--- config.mk ---
export PLATFORM = sky130hd
export DESIGN_NAME = cdb_arbiter
export DESIGN_NICKNAME = d
export VERILOG_FILES = /design/src/rtl/cdb_arbiter.sv
export SDC_FILE = /design/constraint.sdc
export NUM_CORES = 1
export LEC_CHECK = 0
export BUFFER_PORTS_ARGS = -buffer_cell sky130_fd_sc_hd__buf_2
export CAP_MARGIN = 20
export CORE_UTILIZATION = 45
export CTS_BUF_LIST = sky130_fd_sc_hd__clkbuf_4
export CTS_CLUSTER_SIZE = 8
export DETAILED_ROUTE_END_ITERATION = 8
export PLACE_DENSITY = 0.75
export SLEW_MARGIN = 10
export SYNTH_ARGS = -nofsm -noshare
export SYNTH_HDL_FRONTEND = slang
export SYNTH_SLANG_ARGS = --single-unit
--- constraint.sdc ---
create_clock -name Clock -period 3.1 [get_ports Clock]
set_input_delay 0.62 -clock Clock [delete_from_list [all_inputs] [get_ports Clock]]
set_output_delay 0.62 -clock Clock [all_outputs]
set_load 0.02 [all_outputs]
--- src/rtl/cdb_arbiter.sv ---
// Common Data Bus arbiter: picks one completed functional-unit result per cycle and registers it onto the CDB.
// Build option: define CDB_FIXED_PRIO_EN for fixed lowest-index priority instead of round-robin.
module cdb_arbiter #(
  parameter int NREQ  = 3,
  parameter int TAGW  = 4,
  parameter int DATAW = 16,
  parameter int REGW  = 3
) (
  input  logic                  Clock,
  input  logic                  Resetn,
  input  logic [NREQ-1:0]       req,
  input  logic [NREQ*TAGW-1:0]  req_tag,
  input  logic [NREQ*DATAW-1:0] req_data,
  input  logic [NREQ*REGW-1:0]  req_dest,
  input  logic                  cdb_stall,
  output logic [NREQ-1:0]       grant,
  output logic                  cdb_valid,
  output logic [TAGW-1:0]       cdb_tag,
  output logic [DATAW-1:0]      cdb_data,
  output logic [REGW-1:0]       cdb_dest,
  output logic                  err_tag0,
  output logic [15:0]           bcast_cnt
);

  localparam int PTRW = (NREQ > 1) ? $clog2(NREQ) : 1;
  localparam logic [PTRW-1:0] LAST_IDX = PTRW'(NREQ - 1);
  localparam logic [NREQ-1:0] ONE_HOT0 = NREQ'(1);

  logic [PTRW-1:0]  rr_ptr_q, rr_ptr_d;
  logic             cdb_valid_q, cdb_valid_d;
  logic [TAGW-1:0]  cdb_tag_q, cdb_tag_d;
  logic [DATAW-1:0] cdb_data_q, cdb_data_d;
  logic [REGW-1:0]  cdb_dest_q, cdb_dest_d;
  logic             err_tag0_q, err_tag0_d;
  logic [15:0]      bcast_cnt_q, bcast_cnt_d;

  logic             slot_free_s;
  logic [PTRW-1:0]  win_idx_s;
  logic [PTRW-1:0]  ptr_next_s;
  logic [NREQ-1:0]  grant_s;
  logic [TAGW-1:0]  win_tag_s;
  logic [DATAW-1:0] win_data_s;
  logic [REGW-1:0]  win_dest_s;

  logic [TAGW-1:0]  tag_arr_s  [NREQ];
  logic [DATAW-1:0] data_arr_s [NREQ];
  logic [REGW-1:0]  dest_arr_s [NREQ];

  // First set request bit scanning upward from p (wrapping); the lowest k overwrites last.
  function automatic logic [PTRW-1:0] pick_rr(input logic [NREQ-1:0] r, input logic [PTRW-1:0] p);
    logic [PTRW-1:0] pick;
    int              idx;
    pick = '0;
    for (int k = NREQ - 1; k >= 0; k--) begin
      idx = (int'(p) + k) % NREQ;
      if (r[idx[PTRW-1:0]]) begin
        pick = idx[PTRW-1:0];
      end else begin
        pick = pick;
      end
    end
    return pick;
  endfunction

  for (genvar g = 0; g < NREQ; g++) begin : g_unpack
    assign tag_arr_s[g]  = req_tag[g*TAGW +: TAGW];
    assign data_arr_s[g] = req_data[g*DATAW +: DATAW];
    assign dest_arr_s[g] = req_dest[g*REGW +: REGW];
  end

  assign slot_free_s = !cdb_valid_q || !cdb_stall;

`ifdef CDB_FIXED_PRIO_EN
  assign win_idx_s  = pick_rr(req, '0);
  assign ptr_next_s = '0;
`else
  assign win_idx_s  = pick_rr(req, rr_ptr_q);
  assign ptr_next_s = (win_idx_s == LAST_IDX) ? '0 : win_idx_s + PTRW'(1);
`endif

  assign win_tag_s  = tag_arr_s[win_idx_s];
  assign win_data_s = data_arr_s[win_idx_s];
  assign win_dest_s = dest_arr_s[win_idx_s];

  // Next-state for the broadcast slot, pointer, error flag and counter.
  always_comb begin
    rr_ptr_d    = rr_ptr_q;
    cdb_valid_d = cdb_valid_q;
    cdb_tag_d   = cdb_tag_q;
    cdb_data_d  = cdb_data_q;
    cdb_dest_d  = cdb_dest_q;
    err_tag0_d  = err_tag0_q;
    bcast_cnt_d = bcast_cnt_q;
    grant_s     = '0;
    if (slot_free_s) begin
      if (|req) begin
        grant_s  = ONE_HOT0 << win_idx_s;
        rr_ptr_d = ptr_next_s;
        // Tag 0 means "no producer": retire the entry but never put it on the bus.
        if (win_tag_s == '0) begin
          cdb_valid_d = 1'b0;
          err_tag0_d  = 1'b1;
        end else begin
          cdb_valid_d = 1'b1;
          cdb_tag_d   = win_tag_s;
          cdb_data_d  = win_data_s;
          cdb_dest_d  = win_dest_s;
          if (bcast_cnt_q != 16'hFFFF) begin
            bcast_cnt_d = bcast_cnt_q + 16'd1;
          end else begin
            bcast_cnt_d = bcast_cnt_q;
          end
        end
      end else begin
        cdb_valid_d = 1'b0;
      end
    end else begin
      grant_s = '0;
    end
  end

  assign grant = Resetn ? grant_s : '0;

  // State registers with synchronous active-low reset.
  always_ff @(posedge Clock) begin
    if (!Resetn) begin
      rr_ptr_q    <= '0;
      cdb_valid_q <= 1'b0;
      cdb_tag_q   <= '0;
      cdb_data_q  <= '0;
      cdb_dest_q  <= '0;
      err_tag0_q  <= 1'b0;
      bcast_cnt_q <= 16'd0;
    end else begin
      rr_ptr_q    <= rr_ptr_d;
      cdb_valid_q <= cdb_valid_d;
      cdb_tag_q   <= cdb_tag_d;
      cdb_data_q  <= cdb_data_d;
      cdb_dest_q  <= cdb_dest_d;
      err_tag0_q  <= err_tag0_d;
      bcast_cnt_q <= bcast_cnt_d;
    end
  end

  assign cdb_valid = cdb_valid_q;
  assign cdb_tag   = cdb_tag_q;
  assign cdb_data  = cdb_data_q;
  assign cdb_dest  = cdb_dest_q;
  assign err_tag0  = err_tag0_q;
  assign bcast_cnt = bcast_cnt_q;

endmodule

After elaboration in Yosys (flattened, before gate mapping)
Cells that the tools add are included.
{ "totals": {"regBits": 43, "input_bits": 75, "out_inout_bits": 44} }
{ "op_classes": {"addsub": 4, "n_div": 3, "order_cmp": 4, "n_eq_ne": 2, "shifts": 1, "n_mux": 24, "n_bitwise": 2, "n_reduce_logical": 9} }
{ "op_table": {"columns": ["op", "count"], "rows": [
  ["remainder unit 32 x 3 -> 32 bit, second input constant", 2],
  ["binary-select mux 16 bit (select 2 bit)", 1],
  ["remainder unit 3 x 3 -> 32 bit, second input constant", 1],
  ["2-to-1 mux 16 bit", 2],
  ["adder 16 x 1 -> 16 bit, second input constant", 1],
  ["!= test 16 bit, second input constant", 1],
  ["2-to-1 mux 3 bit", 5],
  ["< comparator 2 x 3 -> 1 bit, second input constant", 3],
  ["binary-select mux 4 bit (select 2 bit)", 1],
  ["2-to-1 mux 2 bit", 4],
  ["2-to-1 mux 4 bit", 2],
  ["binary-select mux 1 bit (select 2 bit)", 3],
  ["binary-select mux 3 bit (select 2 bit)", 1],
  ["AND reduction 3 bit", 2],
  ["2-to-1 mux 1 bit", 5],
  ["logical NOT 4 bit", 1],
  ["AND reduction 4 bit", 1],
  ["adder 2 x 1 -> 3 bit, second input constant", 1],
  ["adder 2 x 2 -> 3 bit, second input constant", 1],
  ["greater-or-equal comparator 3 bit, second input constant", 1],
  ["inverter 2 -> 3 bit", 1],
  ["OR reduction 3 bit", 1],
  ["left shift 1 x 2 -> 3 bit, first input constant", 1],
  ["adder 2 x 1 -> 2 bit, second input constant", 1],
  ["other kinds (5)", 6]
]} }

Depth between registers and ports, before layout
Gate-level depths: netlist of the first run.
{ "depth": {"depth_word": 14, "ltp_mapped": 13, "ltp_nobuf": 9} }

Least setup slack after synthesis of the first run
OpenSTA, ideal clock, no wires.
{ "synth_path": {"kind": "register -> output", "from": "register rr_ptr_q[0]", "to": "output grant[0]", "t_arrival_ns": 2.123, "setup_slack_ns": 0.357, "stages_incl_launch_ff": 10, "n_path_buf": 2, "cell_sequence": "dfxtp_1 -> inv_1 -> ha_1 -> nor2b_1 -> o2111ai_2 -> and2_1 -> buf_4 -> clkbuf_1 -> nand3_1 -> nor2_1"} }
{ "synth_via": {"elab_chain_cells": 11, "word_cells_on_any_way": 18, "cone_classes": "2 x add/sub; 3 x div; 1 x shift; 12 x mux"} }
{ "synth_lines": {"columns": ["item", "line_no", "text"], "rows": [
  ["from (decl)", "29", "logic [PTRW-1:0] rr_ptr_q, rr_ptr_d;"],
  ["from (signal assigned)", "135", "rr_ptr_q <= rr_ptr_d;"],
  ["adder 2 x 2 -> 3 bit", "55", "idx = (int'(p) + k) % NREQ;"],
  ["remainder unit 32 x 3 -> 32 bit", "55", null],
  ["binary-select mux 1 bit (select 2 bit)", "56", "if (r[idx[PTRW-1:0]]) begin"],
  ["2-to-1 mux 1 bit (not written as such)", "56", null],
  ["2-to-1 mux 2 bit (2 in series)", "56", null],
  ["2-to-1 mux 2 bit (*)", "56", null],
  ["left shift 1 x 2 -> 3 bit (*)", "97", "grant_s = ONE_HOT0 << win_idx_s;"],
  ["2-to-1 mux 3 bit (*)", "96", "if (|req) begin"],
  ["2-to-1 mux 3 bit (*)", "95", "if (slot_free_s) begin"],
  ["2-to-1 mux 3 bit (*)", "122", "assign grant = Resetn ? grant_s : '0;"],
  ["to (decl)", "16", "output logic [NREQ-1:0] grant,"]
]} }
Every way passes the cells marked *; elsewhere a longest branch is shown, timed or not. The select of a mux whose other input is x is not followed.

Worst setup path in the final report of the first run
Same ends and word-level chain as after synthesis.

==> impl_metrics.yaml, run 1 <==
critical_path:
  cp.required_ns: 2.48
  path_max_fanout: 7
  start_kind: "flop"
  arrival_ns: 2.27
  worstSetupEndpointType: "output port"
  crit_type: "reg -> out"
timing:
  setup_total_negative_slack_ns: 0
  layout_setup_ws_ns: 0.2076
  slew_headroom_pct: 65.97
  period_needed_ns: 2.892
  rsz0062_at_grt: "yes"
  maxSlewViolCount: 0
  finalHoldViolCount: 0
  tightest_slew_ns: 0.5062
  finalSetupViolCount: 0
  fin_skew_ns: 0.01004
  max_freq_mhz: 345.7
  fin_crit_sh_pct: 93.30
die:
  rows: 27
  start_util_pct: 47.09
  core_area_mm2: 0.005540
  chipWidth_um: 78.14
  die_h_um: 78.14
  die-area_mm2: 0.006106
  pin_count: 119
synth:
  synth.area.top_cells: "dfxtp_1 (33%), nand2_1 (12%), a21oi_1 (8.6%), a311o_1 (7.3%), nor2_1 (4.3%)"
  netlist_area_mm2: 0.002609
  ys_seq_elements: 43
  yosysSeqAreaShare_pct: 33.00
  synth_edf_count: 0
  yosysWarnings: 0
  synth_cell_types: 44
  synth_most_common_cell: "nand2_1"
  synth_cells: 344
  synth_top_cell_area_share_pct: 33.00
  async_reset_ff_share_pct: 0
  synth_area_leader_cell: "dfxtp_1"
  synthTopCellsByCount: "nand2_1 (80), a21oi_1 (45), dfxtp_1 (43)"
  synth_area_per_cell_um2: 7.584
  syn_nets: 423
  synth_ff_type: "dfxtp_1"
drt:
  wl_per_cell_um: 13.99
  drc: 0
  viasPerCell: 5.679
  dr_total_vias: 2993
  ant_nets: 0
  wl_mm: 7.373
  first_iter_violations: 172
  drt-pass1-iter-count: 4
clocking:
  post-cts-setup-buffers: 0
  cts_root_buf: "clkbuf_4"
  cts_hold_buf: 0
  cts.clk_slew.worst_paths_ns: 0.13
  cts.sinks: 43
  cts_buffers: 5
  h-tree-depth: 2
  clkLatencyLatePin_ns: 0.36
  cts_buffer_depth: 2
  cts_tree: "done"
pwr:
  peakVddDrop_mv: 0.2426
  p_comb_share_pct: 40.8
  power.internal_uw: 968.3
  switching_share_pct: 39.29
  seq_power_share_pct: 41.2
  power_frac_clock_pct: 18.0
  switchingPower_uw: 626.8
  p_per_area_mw_per_mm2: 485.8
  leakage_nw: 1.430
final_layout:
  fill_cells: 544
  diodes: 0
  seqCellArea_um2: 860.8
  fin_cells: 527
  multiInputGateArea_mm2: 0.001579
  syn2layout_area_growth_pct: 25.85
  drive_above_1_share_pct: 33.19
  nets: 533
  final_area_mm2: 0.003283
placement:
  port_buffers: 118
  place_ws_ns: 0.1667
  gp_congestion: 0.8811
  place_area_mm2: 0.003216
  hpwl_mm: 5.370
  dp.cells: 519
outcome:
  run_status: "finished, final reports clean"
worst_hold_path:
  holdCritPathClass: "reg -> reg"
grt:
  antenna_found_initial: 0
  grtUsageMet2_pct: 41.58
  grt_use_met3_pct: 4.651
  grt_max_degree: 42
  grtUsageMet1_pct: 29.26
  busiest_layer: "met2"
  overflow: 0
  grt.total_usage_pct: 23.82
  grt_pass1_wl_mm: 11.84
  grt_pass1_vias: 2634
run:
  maxCapViolCount: 0
-- layout by cell type (no fill, tap or decap), drive strengths merged, types with 2 or more instances in the layout --
master	Yosys	routed
a21oi	46	46
a22oi	3	3
a311o	19	19
a31oi	8	8
and2	2	2
and3	2	2
buf	11	127
clkbuf	13	6
clkinv	1	2
dfxtp	43	43
ha	4	4
inv	9	9
mux2i	3	3
nand2	80	80
nand2b	3	3
nand3	7	7
nand4	3	3
nor2	30	30
nor2b	3	3
nor3b	4	4
nor4	2	2
o21ai	11	11
o221ai	4	4
o31ai	7	7
or3	8	8
or4	7	7
-- sequential cells by signal (all words and copies together), names as in the netlist --
| register | cells |
|---|---|
| rr_ptr_q | 2 |
| cdb_dest | 3 |
| cdb_tag | 4 |
| cdb_data | 16 |
| bcast_cnt | 16 |
| err_tag0 | 1 |
| cdb_valid | 1 |
-- through the flow --
step	total power, mW	hold WS, ns	utilization (%)
5_1_grt	1.691	0.4811	59.26
3_3_place_gp	1.297	0.4408	58.04
2_1_floorplan	1.129	0.5087	-
3_5_place_dp	1.312	0.4485	58.04
6_report	1.595	0.4634	59.26
4_1_cts	1.595	0.4657	59.08
-- cell type report --
type	instances	share of cell area, %
clock buffer	6	1.372
clock inverter	2	0.3811
inverter	10	1.143
sequential	43	26.22
timing repair buffer	127	20.05
tap	72	2.744
multi-input combinational	267	48.09
-- power by group through the flow --
stage	Clock [mW]	Sequential [mW]	Combinational, mW
floorplan	0	0.738	0.391
global placement	0	0.666	0.631
detailed placement	0	0.668	0.644
CTS	0.293	0.657	0.645
global route	0.312	0.664	0.716
finish	0.286	0.657	0.652
-- repair_timing --
action,CTS,global route
endpoints found under the hold margin,0,0
gates resized for setup,0,5
endpoints found under the setup margin,0,18
-- final timing paths --
path                                               start                   endpoint  slack, ns  depth (start not counted)
worst max-delay path            rr_ptr_q[0]$_SDFFE_PN0P_                   grant[0]       0.21                          8
worst min-delay path            cdb_data[3]$_SDFFE_PN0P_   cdb_data[3]$_SDFFE_PN0P_       0.46                          2
worst max register to register  rr_ptr_q[0]$_SDFFE_PN0P_  bcast_cnt[0]$_SDFFE_PN0P_       0.24                         10
worst min register to register  cdb_data[3]$_SDFFE_PN0P_   cdb_data[3]$_SDFFE_PN0P_       0.46                          2
-- layer usage --
metal | wire, µm | up-vias | part of all wire [%]
met2 | 3494 | 131 | 47
met1 | 3251 | 1381 | 44
li1 | - | 1470 | -
met5 | 0 | - | 0
met3 | 522 | 11 | 7.1
met4 | 104 | 0 | 1.4
-- logic make-up after synthesis --
logic type	count (synthesis)	share of synthesized area, %
fa+ha+maj	4	1.919
compound gates	106	29.59
simple gates	154	27.00
mux	3	1.631
buf+inv	34	6.858
flops	43	33.00
-- worst max-delay path: stages (launching register included) --
cell	delay, ns
dfxtp_1	0.38
inv_1	0.07
ha_1	0.36
nor2b_1	0.16
o2111ai_2	0.29
and2_4	0.27
nand3_1	0.12
nor2_1	0.11
buf_2	0.16
No activity file was read; power rests on OpenSTA's default activity.
==> run 2, diff against run 1 <==
Settings changed: GPL_TIMING_DRIVEN from default to 0, PLACE_DENSITY 0.75 to default, PLACE_DENSITY_LB_ADDON from default to 0.12.
==> impl_metrics.yaml, run 2 (synthesis gave the netlist of run 1 again) <==
outcome:
  run_status: "finished, final reports clean"
timing:
  setup_total_negative_slack_ns: 0
  fin_crit_sh_pct: 94.09
  tightest_slew_ns: 0.7549
  slew_headroom_pct: 49.03
  fin_skew_ns: 0.01543
  maxSlewViolCount: 0
  finalHoldViolCount: 0
  period_needed_ns: 2.917
  max_freq_mhz: 342.9
  rsz0062_at_grt: "no"
  finalSetupViolCount: 0
clocking:
  cts_buffer_depth: 2
  cts_root_buf: "clkbuf_4"
  h-tree-depth: 2
  post-cts-setup-buffers: 0
  clkLatencyLatePin_ns: 0.36
  cts_buffers: 5
  cts.clk_slew.worst_paths_ns: 0.13
  cts_tree: "done"
  cts.sinks: 43
drt:
  drt-pass1-iter-count: 4
  drc: 0
  ant_nets: 0
  dr_total_vias: 2996
  wl_mm: 7.323
  wl_per_cell_um: 13.56
  first_iter_violations: 124
  viasPerCell: 5.548
pwr:
  peakVddDrop_mv: 0.2868
  power_frac_clock_pct: 24.8
  switching_share_pct: 35.95
  leakage_nw: 1.485
  power.internal_mw: 1.145
  p_comb_share_pct: 38.5
  p_per_area_mw_per_mm2: 520.0
  switchingPower_uw: 642.7
  seq_power_share_pct: 36.6
critical_path:
  startpoint: "rr_ptr_q[1]$_SDFFE_PN0P_"
  r2r_start: "rr_ptr_q[1]$_SDFFE_PN0P_"
  crit_chain: "inv_1, ha_1, buf_4, a21oi_2, a32oi_4, a21oi_2, buf_2, nor2_1, buf_4"
  crit_type: "reg -> out"
  reg2reg_setup_slack_ns: 0.21
  arrival_ns: 2.30
  critPathBufInv: 4
  critPathCapture: "grant[0]"
  reg2reg_to: "bcast_cnt[2]$_SDFFE_PN0P_"
  worstSetupEndpointType: "output port"
  path_depth: 9
  critPathMaxStageDelay_ns: 0.41
  start_kind: "flop"
  cp_slowest_cell: "dfxtp_2"
  cp.required_ns: 2.48
  path_max_fanout: 10
  crit_family: "buffers and inverters"
  reg2reg_depth: 11
grt:
  antenna_found_initial: 0
  overflow: 0
  grt_max_degree: 18
  grt_pass1_vias: 2431
  grt_pass1_wl_mm: 11.45
  grt.total_usage_pct: 23.45
final_layout:
  fin_util_pct: 62.06
  final_common_cell: "buf_2"
  fill_cells: 550
  syn2layout_area_growth_pct: 31.80
  nets: 546
  mostFrequentLayoutCells: "buf_2 (119), nand2_1 (80), a21oi_1 (44)"
  diodes: 0
  drive_above_1_share_pct: 33.33
run:
  maxCapViolCount: 0
die:
  pin_count: 119
  die_h_um: 78.14
  chipWidth_um: 78.14
  die-area_mm2: 0.006106
  start_util_pct: 47.09
  core_area_mm2: 0.005540
  rows: 27
placement:
  gp_congestion: 0.9045
  hpwl_mm: 5.494
  port_buffers: 117
worst_hold_path:
  holdCritPathClass: "reg -> reg"
  hold_start: "cdb_data[2]$_SDFFE_PN0P_"
==> run 2: changes by cell type in the layout (fill, tap and decap cells not counted), moves of 2 or more <==
cell	previous run	this run
buf_4	9	4
buf_6	0	5
bufinv_16	0	2
clkbuf_1	0	11
dfxtp_1	43	41
dfxtp_2	0	2
==> run 2: routing by layer <==
metal	vias to the layer above	wire, µm	track usage, %
li1	1505	-	-
met1	1377	3318	31.41
met2	108	3446	38.42
met3	6	480	4.535
met4	0	77	6.111
met5	-	0	0
==> run 2: worst min path at each step <==
stage                          endpoint  slack (ns)  cells past startpoint
6_report       cdb_data[2]$_SDFFE_PN0P_        0.46                      2
5_1_grt         cdb_tag[0]$_SDFFE_PN0P_        0.48                      2
4_1_cts        cdb_dest[0]$_SDFFE_PN0P_        0.46                      2
3_5_place_dp   cdb_dest[0]$_SDFFE_PN0P_        0.44                      2
3_3_place_gp    cdb_tag[0]$_SDFFE_PN0P_        0.44                      2
2_1_floorplan  rr_ptr_q[0]$_SDFFE_PN0P_        0.51                      2
==> run 2: stage by stage <==
step	power (mW)	std cells	setup slack, ns	area [µm²]	hold slack, ns
final	1.788	540	0.1833	3438	0.4596
after detailed placement	1.335	533	0.03065	3284	0.4436
after CTS	1.779	540	0.004652	3391	0.4610
after global routing	1.902	540	0.007601	3438	0.4756
after floorplan	1.129	344	0.3567	2609	0.5087
after global placement	1.328	533	0.05983	3284	0.4389
==> run 2: area by class of cell <==
cell class | count | area, µm² | area share [%]
Multi-Input combinational cell | 267 | 1604 | 46.65
Sequential cell | 43 | 863.3 | 25.11
Timing Repair Buffer | 117 | 588.1 | 17.10
Buffer | 23 | 150.1 | 4.367
Tap cell | 72 | 90.09 | 2.620
Clock inverter | 3 | 67.56 | 1.965
Clock buffer | 5 | 37.54 | 1.092
Inverter | 10 | 37.54 | 1.092
==> run 2: worst min-delay path: cells and delay by family, from the launching register on <==
family	cells	cell delay [ns]
AOI/OAI and AO/OA	1	0.05
DFF	1	0.33
and+or+nand+nor	1	0.05
==> run 2: timing repair <==
action                                 4_1_cts  5_1_grt
endpoints found under the hold margin        0        0
setup endpoints to repair                    3       44
pin swaps                                    0        6
hold buffers                                 0        0
gates resized for setup                      2       13
==> run 2: power by group through the flow <==
stage                     sequential, mW  clock (mW)  combinational [mW]
after floorplan                    0.738           0               0.391
after global placement             0.665           0               0.663
after detailed placement           0.666           0               0.670
after CTS                          0.654       0.453               0.673
after global routing               0.663       0.480               0.759
final                              0.655       0.444               0.689
==> run 3, diff against run 2 <==
Clock period 3.1 ns to 3.4 ns, I/O delays scaled along.
==> impl_metrics.yaml, run 3 (synthesis gave the netlist of run 1 again) <==
outcome:
  run_status: "finished, final reports clean"
grt:
  grt.total_usage_pct: 23.38
  grt_pass1_wl_mm: 11.41
  antenna_found_initial: 0
  grt_pass1_vias: 2422
  grt_max_degree: 18
  overflow: 0
critical_path:
  cp.required_ns: 2.72
  crit_chain: "inv_1, ha_1, nor2b_1, o21ai_1, a21oi_1, clkbuf_2, nor2_1, buf_2"
  cp_slowest_cell: "dfxtp_1"
  crit_type: "reg -> out"
  reg2reg_depth: 11
  start_kind: "flop"
  critPathMaxStageDelay_ns: 0.38
  worstSetupEndpointType: "output port"
  arrival_ns: 2.47
  path_max_fanout: 10
die:
  core_area_mm2: 0.005540
  rows: 27
  pin_count: 119
  start_util_pct: 47.09
  die-area_mm2: 0.006106
  die_h_um: 78.14
  chipWidth_um: 78.14
placement:
  gp_congestion: 0.9045
  hpwl_mm: 5.494
  port_buffers: 117
final_layout:
  drive_above_1_share_pct: 31.84
  mostFrequentLayoutCells: "buf_2 (119), nand2_1 (80), a21oi_1 (45)"
  fin_util_pct: 61.13
  nets: 546
  syn2layout_area_growth_pct: 29.83
  diodes: 0
  final_common_cell: "buf_2"
timing:
  maxSlewViolCount: 0
  fin_crit_sh_pct: 92.52
  finalSetupViolCount: 0
  fin_skew_ns: 0.01488
  period_needed_ns: 3.146
  slew_headroom_pct: 48.75
  setup_total_negative_slack_ns: 0
  max_freq_mhz: 317.9
  rsz0062_at_grt: "no"
  finalHoldViolCount: 0
  tightest_slew_ns: 0.7591
drt:
  viasPerCell: 5.504
  wl_mm: 7.249
  ant_nets: 0
  drt-pass1-iter-count: 4
  wl_per_cell_um: 13.42
  dr_total_vias: 2972
  first_iter_violations: 152
  drc: 0
clocking:
  cts_hold_buf: 0
  post-cts-setup-buffers: 0
  cts_buffer_depth: 2
  cts_root_buf: "clkbuf_4"
  cts_tree: "done"
  cts.clk_slew.worst_paths_ns: 0.13
  h-tree-depth: 2
  cts.sinks: 43
  clkLatencyLatePin_ns: 0.36
  cts_buffers: 5
pwr:
  p_comb_share_pct: 37.8
  power.internal_mw: 1.032
  switchingPower_uw: 577.4
  power_frac_clock_pct: 25.2
  leakage_nw: 1.475
  p_per_area_mw_per_mm2: 475.1
  seq_power_share_pct: 37.0
  switching_share_pct: 35.88
  peakVddDrop_mv: 0.2668
worst_hold_path:
  hold_depth: 2
  holdCritPathClass: "reg -> reg"
run:
  maxCapViolCount: 0
## run 3: path summary, 6_finish.rpt
| path | startpoint | end | slack (ns) |
|---|---|---|---|
| hold reg to reg | cdb_data[2]$_SDFFE_PN0P_ | cdb_data[2]$_SDFFE_PN0P_ | 0.46 |
| setup / recovery | rr_ptr_q[0]$_SDFFE_PN0P_ | grant[0] | 0.25 |
| hold / removal | cdb_data[2]$_SDFFE_PN0P_ | cdb_data[2]$_SDFFE_PN0P_ | 0.46 |
| setup reg to reg | rr_ptr_q[0]$_SDFFE_PN0P_ | bcast_cnt[2]$_SDFFE_PN0P_ | 0.37 |
## run 3: per-stage QoR
stage,instance area [µm²],hold WS [ns],worst slack (ns),std cells,total power [mW]
3_5_place_dp,3284,0.4436,0.2707,533,1.217
6_report,3387,0.4593,0.2543,540,1.609
4_1_cts,3386,0.4610,0.1362,540,1.620
3_3_place_gp,3284,0.4389,0.2998,533,1.210
5_1_grt,3387,0.4756,0.01472,540,1.713
2_1_floorplan,2609,0.5087,0.5967,344,1.029
## run 3: what timing repair did
action | in CTS | in global routing
setup endpoints to repair | 2 | 1
resized for setup | 0 | 2
pin swaps | 0 | 0
## run 3: metal layers
metal	vias up	routed length, µm	track usage [%]
met4	0	63	6.111
met5	-	0	0
met3	4	508	4.535
li1	1500	-	-
met1	1361	3256	31.33
met2	107	3420	38.25
## run 3: power groups by stage
stage                     Combinational [mW]  Clock, mW  Sequential (mW)
after global routing                   0.672      0.438            0.604
after CTS                              0.611      0.413            0.596
final                                  0.608      0.406            0.596
after global placement                 0.604          0            0.606
after detailed placement               0.610          0            0.607
after floorplan                        0.357          0            0.673
## run 3: cell type report
type | instances | area (µm²)
Multi-Input combinational cell | 267 | 1569
Buffer | 23 | 138.9
Clock inverter | 3 | 67.56
Clock buffer | 5 | 37.54
Sequential cell | 43 | 860.8
Timing Repair Buffer | 117 | 585.6
Tap cell | 72 | 90.09
Fill cell | 553 | 2153
Inverter | 10 | 37.54
## run 3: worst max-delay path: cells and delay by family (launching register included)
family | cells | cell delay [ns]
compound gates | 2 | 0.57
buf+inv | 3 | 0.50
flops | 1 | 0.38
fa+ha+maj | 1 | 0.37
simple gates | 2 | 0.29
